$ cat config.mk
export PLATFORM = sky130hd
export DESIGN_NAME = stream_minmax
export DESIGN_NICKNAME = d
export VERILOG_FILES = /design/src/rtl/cmp_pkg.sv /design/src/rtl/comparator.sv /design/src/rtl/stream_minmax.sv
export SDC_FILE = /design/constraint.sdc
export NUM_CORES = 1
export LEC_CHECK = 0
export ABC_AREA = 1
export BUFFER_PORTS_ARGS = -buffer_cell sky130_fd_sc_hd__clkbuf_2
export CORE_AREA = 10 10 81 83
export DETAILED_ROUTE_END_ITERATION = 10
export DIE_AREA = 0 0 91 93
export GPL_TIMING_DRIVEN = 0
export PLACE_DENSITY = 0.74
export SLEW_MARGIN = 10
export SYNTH_ARGS = -nofsm -noshare
export SYNTH_HDL_FRONTEND = slang
export SYNTH_SLANG_ARGS = --single-unit
$ cat constraint.sdc
create_clock -name clk -period 3.8 [get_ports clk]
set_input_delay 0.95 -clock clk [delete_from_list [all_inputs] [get_ports clk]]
set_output_delay 0.95 -clock clk [all_outputs]
set_load 0.01 [all_outputs]
$ cat src/rtl/cmp_pkg.sv
// cmp_pkg: shared stream_minmax state encoding and saturating-count helper
package cmp_pkg;
  typedef enum logic [1:0] {EMPTY, ACCUM, DONE} state_t;
  function automatic int cnt_max(input int w);
    return (1 << w) - 1;
  endfunction
endpackage

$ cat src/rtl/comparator.sv
// comparator: unsigned compare of a against b; ports a, b in; eq (a==b), lt (a<b) out
module comparator #(
  parameter int WIDTH = 8
) (
  input  logic [WIDTH-1:0] a,
  input  logic [WIDTH-1:0] b,
  output logic             eq,
  output logic             lt
);
  assign eq = a == b;
  assign lt = a < b;
endmodule

$ cat src/rtl/stream_minmax.sv
// stream_minmax: per-frame running min/max with first-occurrence indices, saturating count, all-equal flag; valid/ready in (in_*) and out (out_*)
module stream_minmax
  import cmp_pkg::*;
#(
  parameter int WIDTH = 8,
  parameter int CNT_W = 8
) (
  input  logic             clk,
  input  logic             rst,
  input  logic             in_valid,
  output logic             in_ready,
  input  logic [WIDTH-1:0] in_data,
  input  logic             in_last,
  output logic             out_valid,
  input  logic             out_ready,
  output logic [WIDTH-1:0] out_min,
  output logic [WIDTH-1:0] out_max,
  output logic [CNT_W-1:0] out_min_idx,
  output logic [CNT_W-1:0] out_max_idx,
  output logic [CNT_W-1:0] out_count,
  output logic             out_ovf,
  output logic             out_all_eq
);
  localparam logic [CNT_W-1:0] CMAX = CNT_W'(cnt_max(CNT_W));
  state_t state, state_n;
  logic [WIDTH-1:0] min_r, max_r;
  logic [CNT_W-1:0] min_idx_r, max_idx_r, cnt_r;
  logic ovf_r, eq_r, acc, sat, lt_min, eq_min, lt_max, eq_max;
  comparator #(.WIDTH(WIDTH)) u_cmp_min (.a(in_data), .b(min_r), .eq(eq_min), .lt(lt_min));
  comparator #(.WIDTH(WIDTH)) u_cmp_max (.a(max_r), .b(in_data), .eq(eq_max), .lt(lt_max));
  assign acc = in_valid && in_ready;
  assign sat = cnt_r == CMAX;
  always_ff @(posedge clk or posedge rst)
    if (rst) state <= EMPTY;
    else state <= state_n;
  always_comb begin
    state_n = state;
    if (state == DONE) state_n = out_ready ? EMPTY : DONE;
    else if (acc) state_n = in_last ? DONE : ACCUM;
  end
  always_comb begin
    in_ready  = state != DONE;
    out_valid = state == DONE;
  end
  always_ff @(posedge clk or posedge rst)
    if (rst) begin
      min_r     <= '0;
      max_r     <= '0;
      min_idx_r <= '0;
      max_idx_r <= '0;
      cnt_r     <= '0;
      ovf_r     <= 1'b0;
      eq_r      <= 1'b0;
    end else if (acc && state == EMPTY) begin
      min_r     <= in_data;
      max_r     <= in_data;
      min_idx_r <= '0;
      max_idx_r <= '0;
      cnt_r     <= CNT_W'(1);
      ovf_r     <= 1'b0;
      eq_r      <= 1'b1;
    end else if (acc) begin
      if (lt_min) begin
        min_r     <= in_data;
        min_idx_r <= cnt_r;
      end
      if (lt_max) begin
        max_r     <= in_data;
        max_idx_r <= cnt_r;
      end
      cnt_r <= sat ? cnt_r : cnt_r + CNT_W'(1);
      ovf_r <= ovf_r | sat;
      eq_r  <= eq_r & eq_min & eq_max;
    end
  assign out_min     = min_r;
  assign out_max     = max_r;
  assign out_min_idx = min_idx_r;
  assign out_max_idx = max_idx_r;
  assign out_count   = cnt_r;
  assign out_ovf     = ovf_r;
  assign out_all_eq  = eq_r;
endmodule

Yosys cells after proc, flatten, opt, wreduce, memory -nomap -nowiden
Index checks and enable logic that the tools add are counted.
- add/subtract/negate cells: 1
- multipliers: 0
- divide/modulo/power cells: 0
- $lt $le $gt $ge: 2
- equality and inequality tests: 6
- shift-type cells: 0
- mux-type cells: 23
- bitwise gates (word level): 3
- reductions and logical operators: 10
- operators by type and width (cell ; count):
    $mux W8 ; 15
    $eq A8 B8 Y1 ; 2
    $lt A8 B8 Y1 ; 2
    $add A8 B1 Y8 const B ; 1
    $eq A8 B8 Y1 const B ; 1
    $mux W2 ; 4
    $reduce_bool A2 Y1 ; 4
    $reduce_and A2 Y1 ; 3
    $mux W1 ; 4
    $and A1 B1 Y1 ; 2
    $eq A2 B2 Y1 const B ; 1
    $logic_and A1 B1 Y1 ; 2
    $logic_not A2 Y1 ; 1
    $ne A2 B1 Y1 const B ; 1
    $ne A2 B2 Y1 const B ; 1
    $or A1 B1 Y1 ; 1
- register bits: 44
- latch bits: 0
- RAM bits: 0
- bits in read-only memories: 0
- input port bits: 13
- output and inout bits: 44
- word-level logic and storage cells: 53
- memories: 0

Logic depth before layout (Yosys ltp)
- word-level depth: 5
- gate-level depth with buffers: 12
- depth with buffers taken out: 12

By module
Synthesis repeated with hierarchy kept, for this count alone.
- cells, all modules: 286
- area total of the unflattened synthesis: 2539.9 µm²
- modules (own cells, without submodules) (module ; instances ; cells each ; area an instance (µm²) ; sequential area each (µm²)):
    stream_minmax ; 1 ; 212 ; 2097.0 ; 1101.1
    comparator ; 2 ; 37 ; 221.5 ; 0.0

Worst setup path after synthesis
No wires, ideal clock.
- kind: input-to-reg
- from: input in_data[7]
- to: register max_r[7] (netlist: out_max[7])
- library setup time: 117 ps
- arrival time: 2044 ps
- data required time: 3683 ps
- path slack: 1639 ps
- stages: 9
- buffers on the path: 1
- cells stage by stage: inv_1 > ha_1 > a21oi_1 > nand2_2 > nor2_4 > nand2_4 > buf_6 > nand3_1 > nand2_1
- word-level cells in the longest chain between the ends: 3
- elaborated cells between the ends (all ways): 6
- classes of those cells: order compare (1); mux (3); reduce/logical (2)
- ends and longest elaborated chain (item ; line ; RTL):
    start, declared ; stream_minmax.sv:12 ; input logic [WIDTH-1:0] in_data,
    $lt A8 B8 Y1 or $mux W8 (tied branches) ; comparator.sv:11, stream_minmax.sv:67 ;
    $reduce_bool A2 Y1 (no source line) or $mux W8 (tied branches) ; -- ;
    $reduce_and A2 Y1 (no source line) or $mux W8 (tied branches) ; -- ;
    end signal, assigned ; stream_minmax.sv:56 ; max_r <= in_data;
    end signal, assigned ; stream_minmax.sv:68 ; max_r <= in_data;
    end, declared ; stream_minmax.sv:26 ; logic [WIDTH-1:0] min_r, max_r;
Parallel ways exist; a longest one is shown, timed or not. The select of a mux whose other input is x is not followed.
A chain may end at the register's enable or synchronous reset.

Worst setup path after layout
- from: input in_data[7]
- to: register max_idx_r[4] (netlist: out_max_idx[4])
- word-level cells in the longest chain between the ends: 3
- ends and longest elaborated chain (item ; line ; RTL):
    $lt A8 B8 Y1 ; comparator.sv:11 ; assign lt = a < b;
    $reduce_bool A2 Y1 (no source line) ; -- ;
    $reduce_and A2 Y1 (no source line) ; -- ;
    end signal, assigned ; stream_minmax.sv:69 ; max_idx_r <= cnt_r;
    end, declared ; stream_minmax.sv:27 ; logic [CNT_W-1:0] min_idx_r, max_idx_r, cnt_r;
No other way between the ends.

==> reports/metrics.yaml <==
critical_path:
  end_kind: "flip-flop"
  crit_arrival_ns: 2.36
  critPathMaxFanout: 10
  reg2reg_slack_ns: 2.06
  reg2reg_to: "out_max_idx[4]"
  reg2reg_from: "out_max[7]"
  rr_worst_depth: 8
  path_class: "input port to flip-flop"
  critPathLaunchType: "input port"
  required_ns: 4.00
yosys:
  synth_fp_nets: 341
  synth-seq-area-share: 0.446
  synth_area_leaders: "dfrtp_1 (45%), nand2_1 (14%), nand3_1 (12%), ha_1 (8.6%), inv_1 (6.4%)"
  synth_flop_cell: "dfrtp_1"
  synth.distinct_cells: 22
  yosys-top-cells-count: "nand2_1 (94), nand3_1 (57), dfrtp_1 (44), inv_1 (42), ha_1 (17)"
  synth_area_sq_um: 2470
  synth_top_area_share: 0.446
  yosysWarnings: 0
  synth_top_cell_by_area: "dfrtp_1"
  synth-seq-cells: 44
  synth_area_per_cell_sq_um: 7.94
  netlist_instances: 311
  synth-edff-count: 0
  synthArstFlopShare: 1.00
  synth.most_common_cell: "nand2_1"
floorplan:
  die_y_um: 93
  initial_core_util: 0.493
  ioPinCount: 57
  die-width_um: 91
  dieArea_sq_um: 8460
  core_area_sq_um: 5010
  std_cell_rows: 26
hold_path:
  min_from: "out_ovf"
  hold_class: "flip-flop to flip-flop"
  whs_path_depth: 1
  worstHoldEndpoint: "out_ovf"
place:
  place_inst: 438
  dp_hpwl_um: 4590
  gp_congestion: 0.771
  io_buffers: 56
timing:
  whs_ns: 0.500
  fin_tns_setup_ns: 0
  finalSetupViolCount: 0
  rsz0062_at_grt: "false"
  finalHoldViolCount: 0
  maxSlewViolCount: 0
  post-route-period-util: 0.569
  final.setup_skew_ns: 0.00770
  worst_pin_slew_ns: 0.359
  finalCriticalPeriod_ns: 2.16
  fmax_mhz: 463
  relSlewSlack: 0.760
drt:
  routedWlPerCell_um: 13.1
  viasPerCell: 4.93
  antenna_left: 0
  drc_errors: 0
  drtPass1Iterations: 4
  vias: 2198
  drt_iter0_drc: 126
  drt-total-wl_um: 5860
cts:
  cts_max_path_buffers: 2
  cts.sinks: 44
  cts_hold_buf: 0
  cts_max_level: 2
  cts_root_buf: "clkbuf_8"
  postCtsSetupRepairBufs: 0
  ctsResizeCount: 0
  cts_tree: "built"
  worstSkewPairLatency_ns: 0.30
  clk_pin_slew_ns: 0.09
  cts_buffers: 5
pwr:
  p_leak_nw: 1.76
  p_per_area_nw_per_um2: 647
  ir_drop_v: 0.000326
  finalPower_mw: 1.92
flow_run:
  maxCapViolations: 0
final_layout:
  fillers: 484
  layout.nets: 405
  fin_util: 0.593
  regArea_sq_um: 1100
  diodes: 0
  area_delta_synth_final_pct: 20.4
  multi_input_area_sq_um: 1150
  drive_above_1_share: 0.231
  finalNonFillerCells: 446
global_routing:
  grt-ovfl-total: 0
  groute.usage.overall: 0.139
  grt_pass1_wl_um: 9920
  grt_max_degree: 32
  grt_pass1_vias: 2111
  grt_antenna_before_repair: 0
outcome:
  status: "finished clean"
## cells in the final DEF (no fill, tap or decap), drive strengths merged
| master | Yosys | layout |
|---|---|---|
| nand2 | 102 | 102 |
| bufinv | 0 | 1 |
| nor3 | 2 | 2 |
| o211ai | 1 | 1 |
| clkbuf | 0 | 61 |
| o21ai | 6 | 6 |
| a21oi | 10 | 10 |
| nor2 | 14 | 14 |
| xor2 | 2 | 2 |
| dfrtp | 44 | 44 |
| clkinvlp | 0 | 1 |
| buf | 7 | 8 |
| inv | 44 | 45 |
| ha | 17 | 17 |
| o21a | 1 | 1 |
| nand3 | 58 | 58 |
| nand4 | 3 | 3 |
## critical path, cell delays in order
cell,delay (ns)
clkbuf_2,0.13
inv_1,0.05
ha_1,0.30
a21oi_1,0.18
nand2_2,0.08
nor2_4,0.22
nand2_4,0.14
buf_6,0.17
nand3_1,0.08
nand2_1,0.05
## worst max path at each step
stage | from | endpoint | slack, ns | depth (start not counted)
6_report | in_data[7] | out_max_idx[4] | 1.64 | 10
5_1_grt | in_data[7] | out_max_idx[4] | 1.53 | 10
4_1_cts | in_data[7] | out_max_idx[4] | 1.66 | 10
3_5_place_dp | in_data[7] | out_max[7] | 1.35 | 10
3_3_place_gp | rst | out_min_idx[0] | 1.21 | 2
2_1_floorplan | in_data[7] | out_max[7] | 1.64 | 9
## report_power, final
| group | total, mW | internal [mW] | switching, mW |
|---|---|---|---|
| logic | 0.830 | 0.319 | 0.510 |
| clock network | 0.369 | 0.198 | 0.171 |
| registers | 0.725 | 0.610 | 0.116 |
## layer usage
| layer | wire length, um | track usage | vias to the layer above |
|---|---|---|---|
| li1 | - | - | 1125 |
| met1 | 2670 | 0.168 | 1031 |
| met2 | 2880 | 0.243 | 37 |
| met3 | 249 | 0.0336 | 5 |
| met4 | 50 | 0.0379 | 0 |
| met5 | 0 | 0 | - |
## kinds of logic after synthesis
logic type	count (synthesis)	synth area share
AOI/OAI and AO/OA	18	0.0431
xor gates and xnor gates	2	0.00709
adders and majority gates	17	0.0861
buffers and inverters	51	0.0881
DFF	44	0.446
and+or+nand+nor	179	0.330
## flip-flops by register name (all words and copies together) (netlist names)
register     cells
out_all_eq       1
out_count        8
out_max          8
out_max_idx      8
out_min          8
out_min_idx      8
out_ovf          1
state            2
## stage by stage
step / area [sq um] / setup slack, ns
2_1_floorplan: 2470 / 1.64
3_3_place_gp: 2840 / 1.21
3_5_place_dp: 2860 / 1.35
4_1_cts: 2970 / 1.66
5_1_grt: 2970 / 1.53
6_report: 2970 / 1.64
## layout make-up
type	count	area share
plain buffers	7	0.0177
clock buffers	5	0.0231
clock inverters	3	0.0156
inverters	44	0.0556
multi-input cells	216	0.387
flip-flops and latches	44	0.370
well taps	70	0.0295
repair buffers	57	0.101
Note: power is estimated with default switching activity, not from simulation.
